## src/rtl/alu_seq_ctrl.sv

```systemverilog
`default_nettype none
// ============================================================================
// Module   : alu_seq_ctrl
// Purpose  : Valid/ready sequencer for a shared 8-bit ALU; iterates the add
//            path for an 8x8 shift-add multiply when ALU_SEQ_MUL_EN is defined.
// Revision : 1.0 - initial release
// ============================================================================
module alu_seq_ctrl #(
   parameter int WIDTH = 8
) (
   input  logic                 clk,
   input  logic                 rst_n,
   input  logic                 req_valid,
   output logic                 req_ready,
   input  logic [1:0]           req_op,
   input  logic [WIDTH-1:0]     req_a,
   input  logic [WIDTH-1:0]     req_b,
   output logic [WIDTH-1:0]     alu_a,
   output logic [WIDTH-1:0]     alu_b,
   output logic [1:0]           alu_sel,
   input  logic [WIDTH-1:0]     alu_out,
   input  logic                 alu_cout,
   output logic                 rsp_valid,
   input  logic                 rsp_ready,
   output logic [2*WIDTH-1:0]   rsp_data,
   output logic                 rsp_err,
   output logic                 busy
);

   localparam logic [1:0] ST_IDLE = 2'd0;
   localparam logic [1:0] ST_EXEC = 2'd1;
   localparam logic [1:0] ST_RESP = 2'd2;

   localparam logic [1:0] OP_ADD  = 2'b00;
   localparam logic [1:0] OP_SUB  = 2'b01;
   localparam logic [1:0] OP_MUL  = 2'b10;
   localparam logic [1:0] OP_AND  = 2'b11;

   localparam logic [1:0] SEL_ADD = 2'b00;
   localparam logic [1:0] SEL_SUB = 2'b01;
   localparam logic [1:0] SEL_AND = 2'b10;

   logic [1:0]          state;
   logic [1:0]          state_nxt;
   logic [1:0]          op;
   logic                exec_done;

   logic [WIDTH-1:0]    alu_a_nxt;
   logic [WIDTH-1:0]    alu_b_nxt;
   logic [1:0]          alu_sel_nxt;
   logic                rsp_valid_nxt;
   logic [2*WIDTH-1:0]  rsp_data_nxt;
   logic                rsp_err_nxt;

`ifdef ALU_SEQ_MUL_EN
   logic [WIDTH-1:0]    m;
   logic [WIDTH-1:0]    p_hi;
   logic [WIDTH-1:0]    p_lo;
   logic [2:0]          cnt;
   logic [WIDTH-1:0]    m_nxt;
   logic [WIDTH-1:0]    p_hi_nxt;
   logic [WIDTH-1:0]    p_lo_nxt;
   logic [2:0]          cnt_nxt;

   assign exec_done = (op != OP_MUL) || (cnt == 3'd7);
`else
   assign exec_done = 1'b1;
`endif

   assign req_ready = (state == ST_IDLE);
   assign busy      = (state == ST_EXEC) || (state == ST_RESP);

   always_ff @(posedge clk) begin
      if (!rst_n) begin
         state <= ST_IDLE;
      end else begin
         state <= state_nxt;
      end
   end

   always_comb begin
      state_nxt = state;
      case (state)
         ST_IDLE: if (req_valid)  state_nxt = ST_EXEC;
         ST_EXEC: if (exec_done)  state_nxt = ST_RESP;
         ST_RESP: if (rsp_ready)  state_nxt = ST_IDLE;
         default:                 state_nxt = ST_IDLE;
      endcase
   end

   // Next values of the registered outputs; ALU operands are registered, so
   // each cycle prepares the operands for the following EXEC cycle.
   always_comb begin
      alu_a_nxt     = '0;
      alu_b_nxt     = '0;
      alu_sel_nxt   = SEL_ADD;
      rsp_valid_nxt = (state_nxt == ST_RESP);
      rsp_data_nxt  = rsp_data;
      rsp_err_nxt   = rsp_err;
`ifdef ALU_SEQ_MUL_EN
      m_nxt         = m;
      p_hi_nxt      = p_hi;
      p_lo_nxt      = p_lo;
      cnt_nxt       = cnt;
`endif
      case (state)
         ST_IDLE: begin
            if (req_valid) begin
               case (req_op)
                  OP_ADD: begin
                     alu_a_nxt   = req_a;
                     alu_b_nxt   = req_b;
                     alu_sel_nxt = SEL_ADD;
                  end
                  OP_SUB: begin
                     alu_a_nxt   = req_a;
                     alu_b_nxt   = req_b;
                     alu_sel_nxt = SEL_SUB;
                  end
                  OP_AND: begin
                     alu_a_nxt   = req_a;
                     alu_b_nxt   = req_b;
                     alu_sel_nxt = SEL_AND;
                  end
                  default: begin
`ifdef ALU_SEQ_MUL_EN
                     m_nxt     = req_b;
                     p_hi_nxt  = '0;
                     p_lo_nxt  = req_a;
                     cnt_nxt   = 3'd0;
                     alu_b_nxt = req_a[0] ? req_b : '0;
`endif
                  end
               endcase
            end
         end
         ST_EXEC: begin
            case (op)
               OP_ADD, OP_SUB: begin
                  rsp_data_nxt = {{(WIDTH-1){1'b0}}, alu_cout, alu_out};
                  rsp_err_nxt  = 1'b0;
               end
               OP_AND: begin
                  rsp_data_nxt = {{WIDTH{1'b0}}, alu_out};
                  rsp_err_nxt  = 1'b0;
               end
               default: begin
`ifdef ALU_SEQ_MUL_EN
                  p_hi_nxt = {alu_cout, alu_out[WIDTH-1:1]};
                  p_lo_nxt = {alu_out[0], p_lo[WIDTH-1:1]};
                  cnt_nxt  = cnt + 3'd1;
                  if (cnt == 3'd7) begin
                     rsp_data_nxt = {p_hi_nxt, p_lo_nxt};
                     rsp_err_nxt  = 1'b0;
                  end else begin
                     alu_a_nxt = p_hi_nxt;
                     alu_b_nxt = p_lo_nxt[0] ? m : '0;
                  end
`else
                  rsp_data_nxt = '0;
                  rsp_err_nxt  = 1'b1;
`endif
               end
            endcase
         end
         default: begin
         end
      endcase
   end

   always_ff @(posedge clk) begin
      if (!rst_n) begin
         op        <= OP_ADD;
         alu_a     <= '0;
         alu_b     <= '0;
         alu_sel   <= SEL_ADD;
         rsp_valid <= 1'b0;
         rsp_data  <= '0;
         rsp_err   <= 1'b0;
`ifdef ALU_SEQ_MUL_EN
         m         <= '0;
         p_hi      <= '0;
         p_lo      <= '0;
         cnt       <= 3'd0;
`endif
      end else begin
         if ((state == ST_IDLE) && req_valid) begin
            op <= req_op;
         end
         alu_a     <= alu_a_nxt;
         alu_b     <= alu_b_nxt;
         alu_sel   <= alu_sel_nxt;
         rsp_valid <= rsp_valid_nxt;
         rsp_data  <= rsp_data_nxt;
         rsp_err   <= rsp_err_nxt;
`ifdef ALU_SEQ_MUL_EN
         m         <= m_nxt;
         p_hi      <= p_hi_nxt;
         p_lo      <= p_lo_nxt;
         cnt       <= cnt_nxt;
`endif
      end
   end

endmodule
`default_nettype wire

```

## config.mk

```make
export PLATFORM = sky130hd
export DESIGN_NAME = alu_seq_ctrl
export DESIGN_NICKNAME = d
export VERILOG_FILES = /design/src/rtl/alu_seq_ctrl.sv
export SDC_FILE = /design/constraint.sdc
export NUM_CORES = 1
export LEC_CHECK = 0
export CAP_MARGIN = 20
export CORE_MARGIN = 2
export CORE_UTILIZATION = 41
export DETAILED_ROUTE_END_ITERATION = 8
export PLACE_DENSITY = 0.84
export REMOVE_ABC_BUFFERS = 1
export SETUP_SLACK_MARGIN = 0.3
export SKIP_LAST_GASP = 1
export SLEW_MARGIN = 20
export SYNTH_ARGS = -nofsm -noshare
export SYNTH_HDL_FRONTEND = slang
export SYNTH_SLANG_ARGS = --single-unit
```

## constraint.sdc

```tcl
create_clock -name clk -period 2.6 [get_ports clk]
set_input_delay 0.26 -clock clk [delete_from_list [all_inputs] [get_ports clk]]
set_output_delay 0.26 -clock clk [all_outputs]
set_load 0.01 [all_outputs]
```

Word level (Yosys, flattened, before mapping) --
Cells that the tools add are included.
Storage, ports and cells: register bits 40, bits of input ports 31, output and inout port bits 38, logic and storage cells 31
Cells by class: equal/unequal tests 7, muxes and demuxes 6, reductions and logical operators 10
Operators with widths (count):
- $pmux W9 S2 | 1
- $eq A2 B2 Y1 const B | 4
- $eq A2 B1 Y1 const B | 3
- $logic_not A2 Y1 | 3
- $pmux W2 S3 | 1
- $reduce_or A3 Y1 | 2
- $mux W2 | 2
- $pmux W2 S2 | 1
- $reduce_and A4 Y1 | 1
- $reduce_and A3 Y1 | 1
- $reduce_or A2 Y1 | 1
- $logic_and A1 B1 Y1 | 1
- $logic_or A1 B1 Y1 | 1
- $mux W1 | 1

Longest topological paths before layout --
Gate-level depths: netlist (run 1).
depth after elaboration 3, mapped depth 7, depth with buffers taken out 5

Worst setup path after synthesis (run 1) --
Ideal clock, no wire load.
path type register to register, from register state[0], to register rsp_valid, setup time 86 ps, arrival 1156 ps, required time 2514 ps, path slack 1358 ps, cell stages (with the launch flop) 6, buffers on the path 0, clock period less this slack 1242 ps, cell sequence dfxtp_1 -> inv_1 -> ha_1 -> a21oi_1 -> o21ba_2 -> a211oi_1
On the way: cells in the longest elaborated chain, start to end 3, elaborated cells between the ends (all ways) 7, those cells by class eq/ne: 3; mux: 3; reduce/logical: 1
RTL lines:
- start: declaration | line 43 | logic [1:0] state;
- start signal: assignment | line 77 | state <= state_nxt;
- $logic_not A2 Y1
- via req_ready | line 14 | output logic req_ready,
- $pmux W2 S3 | line 83 | case (state)
- $eq A2 B2 Y1 | line 97 | rsp_valid_nxt = (state_nxt == ST_RESP);
- end signal: assignment | line 193 | rsp_valid <= rsp_valid_nxt;
- end: declaration | line 23 | output logic rsp_valid,
The timed path passes the listed nets, and every way through them passes these cells. A chain may end at the register's enable or synchronous reset.

Worst setup path after layout (run 1) --
from register state[0], to output busy
On the way: cells in the longest elaborated chain, start to end 2, elaborated cells between the ends (all ways) 3, those cells by class eq/ne: 2; reduce/logical: 1
RTL lines:
- $eq A2 B1 Y1 or $eq A2 B2 Y1 (tied branches) | line 71 | assign busy = (state == ST_EXEC) || (state == ST_RESP);
- $logic_or A1 B1 Y1 (*) | line 71
- end: declaration | line 27 | output logic busy
Mark *: on every way between the ends. The rest lies on a longest branch, timed or not.

==> results of run 1 <==
## layer usage
layer / share of wire / wire length, µm / track usage / up-vias
met5: 0 / 0 / 0 / -
met3: 0.15 / 379 / 0.1004 / 2
li1: - / - / - / 502
met1: 0.35 / 893 / 0.1415 / 436
met4: 0.0059 / 15 / 0.04870 / 0
met2: 0.50 / 1264 / 0.2527 / 52
## final timing paths
path             from   endpoint  slack (ns)  cells after the start
max          state[0]       busy        0.72                      3
max reg2reg  state[1]  rsp_valid        1.12                      4
min reg2reg     op[0]      op[0]        0.46                      2
min             op[0]      op[0]        0.46                      2
## critical path, stage by stage (launching register included)
cell and delay [ns]:
dfxtp_1 0.40, inv_1 0.10, ha_1 0.28, clkdlybuf4s50_1 0.53
## power groups by stage
| stage | combinational [W] | clock, W | sequential, W |
|---|---|---|---|
| after floorplan | 0.000127 | 0 | 0.000593 |
| after global placement | 0.000292 | 0 | 0.000577 |
| after detailed placement | 0.000301 | 0 | 0.000579 |
| after CTS | 0.000302 | 0.000397 | 0.000568 |
| after global routing | 0.000327 | 0.000416 | 0.000573 |
| final | 0.000297 | 0.000384 | 0.000567 |
## sequential cells by signal, summed over array words and instances (netlist names)
signal     flops
alu_a          8
rsp_err        1
op             2
alu_sel        2
state          2
rsp_data       9
alu_b          8
rsp_valid      1
## cell type report
| cell class | instances | area (µm²) | share of cell area |
|---|---|---|---|
| Multi-Input combinational cell | 78 | 520.5 | 0.2693 |
| Clock inverter | 1 | 30.03 | 0.01553 |
| Tap cell | 33 | 41.29 | 0.02136 |
| Inverter | 4 | 15.01 | 0.007767 |
| Timing Repair Buffer | 61 | 610.6 | 0.3159 |
| Clock buffer | 7 | 55.05 | 0.02848 |
| Sequential cell | 33 | 660.6 | 0.3417 |
## through the flow
| step | instances | hold WS [ns] | util | total power (W) |
|---|---|---|---|---|
| CTS | 217 | 0.4673 | 0.6492 | 0.001267 |
| global route | 217 | 0.4853 | 0.6492 | 0.001315 |
| detailed placement | 209 | 0.4546 | 0.6206 | 0.0008794 |
| global placement | 209 | 0.4507 | 0.6206 | 0.0008690 |
| finish | 217 | 0.4643 | 0.6492 | 0.001248 |
| floorplan | 115 | 0.3324 | - | 0.0007202 |
## cells in the final DEF (no fill, tap or decap)
master           count
a211oi_1             1
a21boi_0             3
a21oi_1              3
a31oi_1              8
and2_1               3
and2_2               6
and2_4               7
and2b_1              1
bufinv_16            1
clkbuf_1             1
clkbuf_4             5
clkbuf_8             1
clkdlybuf4s50_1     61
conb_1               7
dfxtp_1             33
ha_1                 5
inv_1                4
nand2_1              4
nand2b_1             2
nand3_1              2
nand3b_1             1
nand4_1              1
nor2_1               2
nor2b_1             18
o2111a_2             1
o21ai_0              2
o21ba_2              1
## kinds of logic (layout without fill, tap and decap cells)
family                     after synthesis  count (layout)  synth area share
buffers and inverters                   16              73           0.08133
adders and majority gates                5               5           0.04960
other                                    1               7          0.002973
DFF                                     33              33            0.5238
and+or+nand+nor                         47              47            0.2411
AOI/OAI and AO/OA                       19              19            0.1012
==> flow_summary.json, run 1 <==
{
  "routed_wl_mm": 2.553,
  "io_buffers": 61,
  "switching_power_w": 0.0002981,
  "rsz0062_at_grt": "false",
  "tightest_slew_ns": 0.6043,
  "cp.required_ns": 2.34,
  "ir_drop_mv": 0.4685,
  "numCtsBuffers": 5,
  "place_ws_ns": 0.9074,
  "status": "completed",
  "yosysMostFrequentCell": "dfxtp_1",
  "setup_viol": 0,
  "critical_path.startpoint_type": "flip-flop",
  "syn2layout_area_growth_pct": 53.27,
  "drt_first_iter_violations": 14,
  "maxCapViolations": 0,
  "drc_errors": 0,
  "vias": 992,
  "cts.sinks": 33,
  "ys_async_sr_fraction": 0,
  "timing.final.ws_setup_ns": 0.7178,
  "critPathKind": "flip-flop to output pin",
  "synth_top_cell_by_area": "dfxtp_1",
  "power.density_nw_per_um2": 645.5,
  "drt_pass1_iterations": 4,
  "fillers": 255,
  "fp.coreArea_um2": 2978,
  "gp_congestion": 0.7131,
  "drive_gt1_frac": 0.1196,
  "synth_cell_types": 26,
  "synth.top_cells.by_count": "dfxtp_1 (33), nor2b_1 (18), buf_4 (9), a31oi_1 (8), and2_4 (7)",
  "synth-seq-cells": 33,
  "clkSlewWorstSetupHoldPaths_ns": 0.09,
  "p_int_w": 0.0009496,
  "p_sw_frac": 0.2389,
  "relSlewSlack": 0.5972,
  "arrival_ns": 1.62,
  "combPwrFrac": 0.238,
  "timing.fmax_mhz": 531.3,
  "final_nets": 219,
  "post-route-period-util": 0.7239,
  "synth_edf_count": 0,
  "die_height_um": 59.46,
  "first_global_vias": 930,
  "p_leak_nw": 0.7681,
  "post_drt_wl_per_cell_um": 11.76,
  "holdCritPathClass": "flip-flop to flip-flop",
  "pwr-share-seq": 0.454,
  "h-tree-depth": 2,
  "cts_resized": 0,
  "finish.instance_area_um2": 1933,
  "cts_setup_buffers": 0,
  "finalMaxSlewViolations": 0,
  "diodes": 0,
  "netlist_instances": 121,
  "cts_tree": "done",
  "clock_latency_ns": 0.31,
  "yosys_most_used_dff": "dfxtp_1",
  "dpl_cell_area_um2": 1848,
  "report.final.hold_viol_count": 0,
  "yosysWarnings": 0,
  "antenna_found_initial": 0,
  "die_x_um": 59.46,
  "grt_pass1_wl_mm": 3.801,
  "grt_use_total": 0.1481,
  "clock_path_buffers": 2,
  "final.setup.tns_ns": 0,
  "boundaryPins": 69,
  "grt_max_degree": 21,
  "power.share.clock": 0.307,
  "fin_worst_skew_ns": 0.004168,
  "via_per_inst": 4.571,
  "dp_hpwl_mm": 1.979,
  "cp_max_fo": 4,
  "overflow": 0,
  "clockRootBuffer": "clkbuf_4",
  "synthesis.area_um2": 1261,
  "synthTopCellsByArea": "dfxtp_1 (52%), nor2b_1 (8.9%), buf_4 (5.4%), ha_1 (5.0%), and2_4 (4.9%)",
  "synth_top_area_frac": 0.5238,
  "ctsHoldBuffers": 0,
  "die-area_um2": 3535,
  "start_util": 0.4235,
  "post-route-min-period_ns": 1.882,
  "rows": 20,
  "ys_seq_area_frac": 0.5238,
  "syn_avg_cell_area_um2": 10.42,
  "worstSetupEndpointType": "output pin",
  "ant_nets": 0
}
Note: power is estimated with default switching activity, not from simulation.
==> run 2: changes to the inputs <==
--- a/config.mk
+++ b/config.mk
@@ -7,9 +7,9 @@
 export LEC_CHECK = 0
 export CAP_MARGIN = 20
 export CORE_MARGIN = 2
-export CORE_UTILIZATION = 41
+export CORE_UTILIZATION = 34
 export DETAILED_ROUTE_END_ITERATION = 8
-export PLACE_DENSITY = 0.84
+export PLACE_DENSITY = 0.75
 export REMOVE_ABC_BUFFERS = 1
 export SETUP_SLACK_MARGIN = 0.3
 export SKIP_LAST_GASP = 1
==> constraint.sdc (replaced) <==
create_clock -name clk -period 1.6 [get_ports clk]
set_input_delay 0.16 -clock clk [delete_from_list [all_inputs] [get_ports clk]]
set_output_delay 0.16 -clock clk [all_outputs]
set_load 0.01 [all_outputs]
==> run 2 against run 1 <==
  * Sequential power increased by 62%
  * Largest power group unchanged
  * Critical path type unchanged
  * Critical path depth unchanged
  * Via count increased by 4.8%
  * Utilization decreased by 8.7 points
==> flow_summary.json, run 2 (synthesized netlist as in run 1, its figures left out) <==
{
  "drive_gt1_frac": 0.2263,
  "numCtsBuffers": 5,
  "fin_worst_skew_ns": 0.002421,
  "critPathKind": "flip-flop to output pin",
  "cts_tree": "done",
  "grt_use_total": 0.1475,
  "grt_pass1_wl_mm": 4.678,
  "post-route-min-period_ns": 1.264,
  "grt_max_degree": 21,
  "dp_hpwl_mm": 2.106,
  "status": "completed",
  "maxCapViolations": 0,
  "ir_drop_mv": 0.5020,
  "final_common_cell": "dfxtp_1",
  "antenna_found_initial": 0,
  "vias": 1040,
  "gp_congestion": 0.6270,
  "p_int_w": 0.001469,
  "fp.coreArea_um2": 3606,
  "p_leak_nw": 1.048,
  "p_sw_frac": 0.2746,
  "die_height_um": 64.91,
  "final_nets": 225,
  "drt_first_iter_violations": 23,
  "final_cell_mix": "dfxtp_1 (31), clkdlybuf4s50_1 (30), dlygate4sd2_1 (20), nor2b_1 (15), dlymetal6s2s_1 (9)",
  "rsz0062_at_grt": "true",
  "final.setup.tns_ns": 0,
  "combPwrFrac": 0.252,
  "clock_path_buffers": 2,
  "report.final.hold_viol_count": 0,
  "h-tree-depth": 2,
  "clkSlewWorstSetupHoldPaths_ns": 0.07,
  "routed_wl_mm": 2.779,
  "power_w": 0.002025,
  "via_per_inst": 4.370,
  "worstSetupEndpointType": "output pin",
  "clock_latency_ns": 0.28,
  "largest_reg_flops": 9,
  "clockRootBuffer": "clkbuf_8",
  "ff2ff_setup_slack_ns": 0.34,
  "overflow": 0,
  "start_util": 0.3498,
  "post_drt_wl_per_cell_um": 11.68,
  "setup_viol": 0,
  "switching_power_w": 0.0005562,
  "arrival_ns": 1.10,
  "cp.required_ns": 1.44,
  "die_x_um": 64.91,
  "drt_pass1_iterations": 4,
  "io_buffers": 61,
  "diodes": 0,
  "ant_nets": 0,
  "syn2layout_area_growth_pct": 60.71,
  "power.share.clock": 0.294,
  "boundaryPins": 69,
  "drc_errors": 0,
  "power.density_nw_per_um2": 999.2,
  "cp_max_fo": 3,
  "regMostFlops": "rsp_data",
  "timing.fmax_mhz": 790.9,
  "first_global_vias": 1033,
  "largestRegisters": "rsp_data: 9 flops, alu_a: 8 flops, alu_b: 8 flops",
  "post-route-period-util": 0.7902,
  "die-area_um2": 4213,
  "cts.sinks": 33,
  "holdCritPathClass": "input pin to flip-flop",
  "finalMaxSlewViolations": 0,
  "ctsHoldBuffers": 0,
  "pwr-share-seq": 0.454,
  "critical_path.startpoint_type": "flip-flop",
  "rows": 22
}
[run 2: cell count changes in the layout (fill, tap and decap cells not counted), sizes merged]
cell	change
clkbuf	-1
buf	+7
dlygate4sd2	+20
bufinv	-1
clkinv	+2
clkdlybuf4s50	-31
dlymetal6s2s	+9
clkinvlp	+1
[run 2: area by class of cell]
type / count / area (µm²)
Multi-Input combinational cell: 78 / 551.8
Timing Repair Buffer: 67 / 650.6
Inverter: 4 / 15.01
Clock inverter: 3 / 17.52
Tap cell: 48 / 60.06
Fill cell: 341 / 1579
Clock buffer: 5 / 68.82
Sequential cell: 33 / 663.1
[run 2: worst paths after layout]
check | start | to | cells past startpoint
setup / recovery | state[1] | busy | 3
hold / removal | req_a[4] | alu_a[4] | 2
setup reg to reg | state[1] | state[0] | 5
hold reg to reg | op[0] | op[0] | 2
[run 2: worst max-delay path: stages, from the launching register on]
cell	delay, ns
dfxtp_2	0.34
inv_2	0.06
ha_2	0.30
buf_2	0.12
[run 2: power by group through the flow]
stage | Sequential (W) | Clock (W) | Combinational [W]
finish | 0.000919 | 0.000595 | 0.000511
global route | 0.000929 | 0.000671 | 0.000563
global placement | 0.000937 | 0 | 0.000483
detailed placement | 0.000941 | 0 | 0.000500
CTS | 0.000921 | 0.000619 | 0.000504
floorplan | 0.000964 | 0 | 0.000206
[run 2: what timing repair did]
item	in CTS	in global routing
pin swaps	1	1
resized for setup	30	22
buffers inserted	4	0
endpoints found under the setup margin	41	34
[run 2: metal layers]
layer / global-route usage / share of wire / wire length [µm] / up-vias
li1: - / - / - / 513
met5: 0 / 0 / 0 / -
met4: 0.04787 / 0.014 / 38 / 0
met2: 0.2719 / 0.52 / 1454 / 48
met1: 0.1459 / 0.37 / 1015 / 473
met3: 0.06597 / 0.097 / 270 / 6
[run 2: metrics by stage]
stage                     std cells    util  instance area [µm²]  setup WS, ns  hold WS, ns
after CTS                       238  0.5514                 1988        0.2452       0.4244
after detailed placement        226  0.5219                 1882        0.1507       0.4577
after floorplan                 115       -                 1196        0.3582       0.2324
final                           238  0.5621                 2027        0.3357       0.4317
after global placement          226  0.5219                 1882        0.2078       0.4456
after global routing            238  0.5621                 2027        0.2878       0.4326
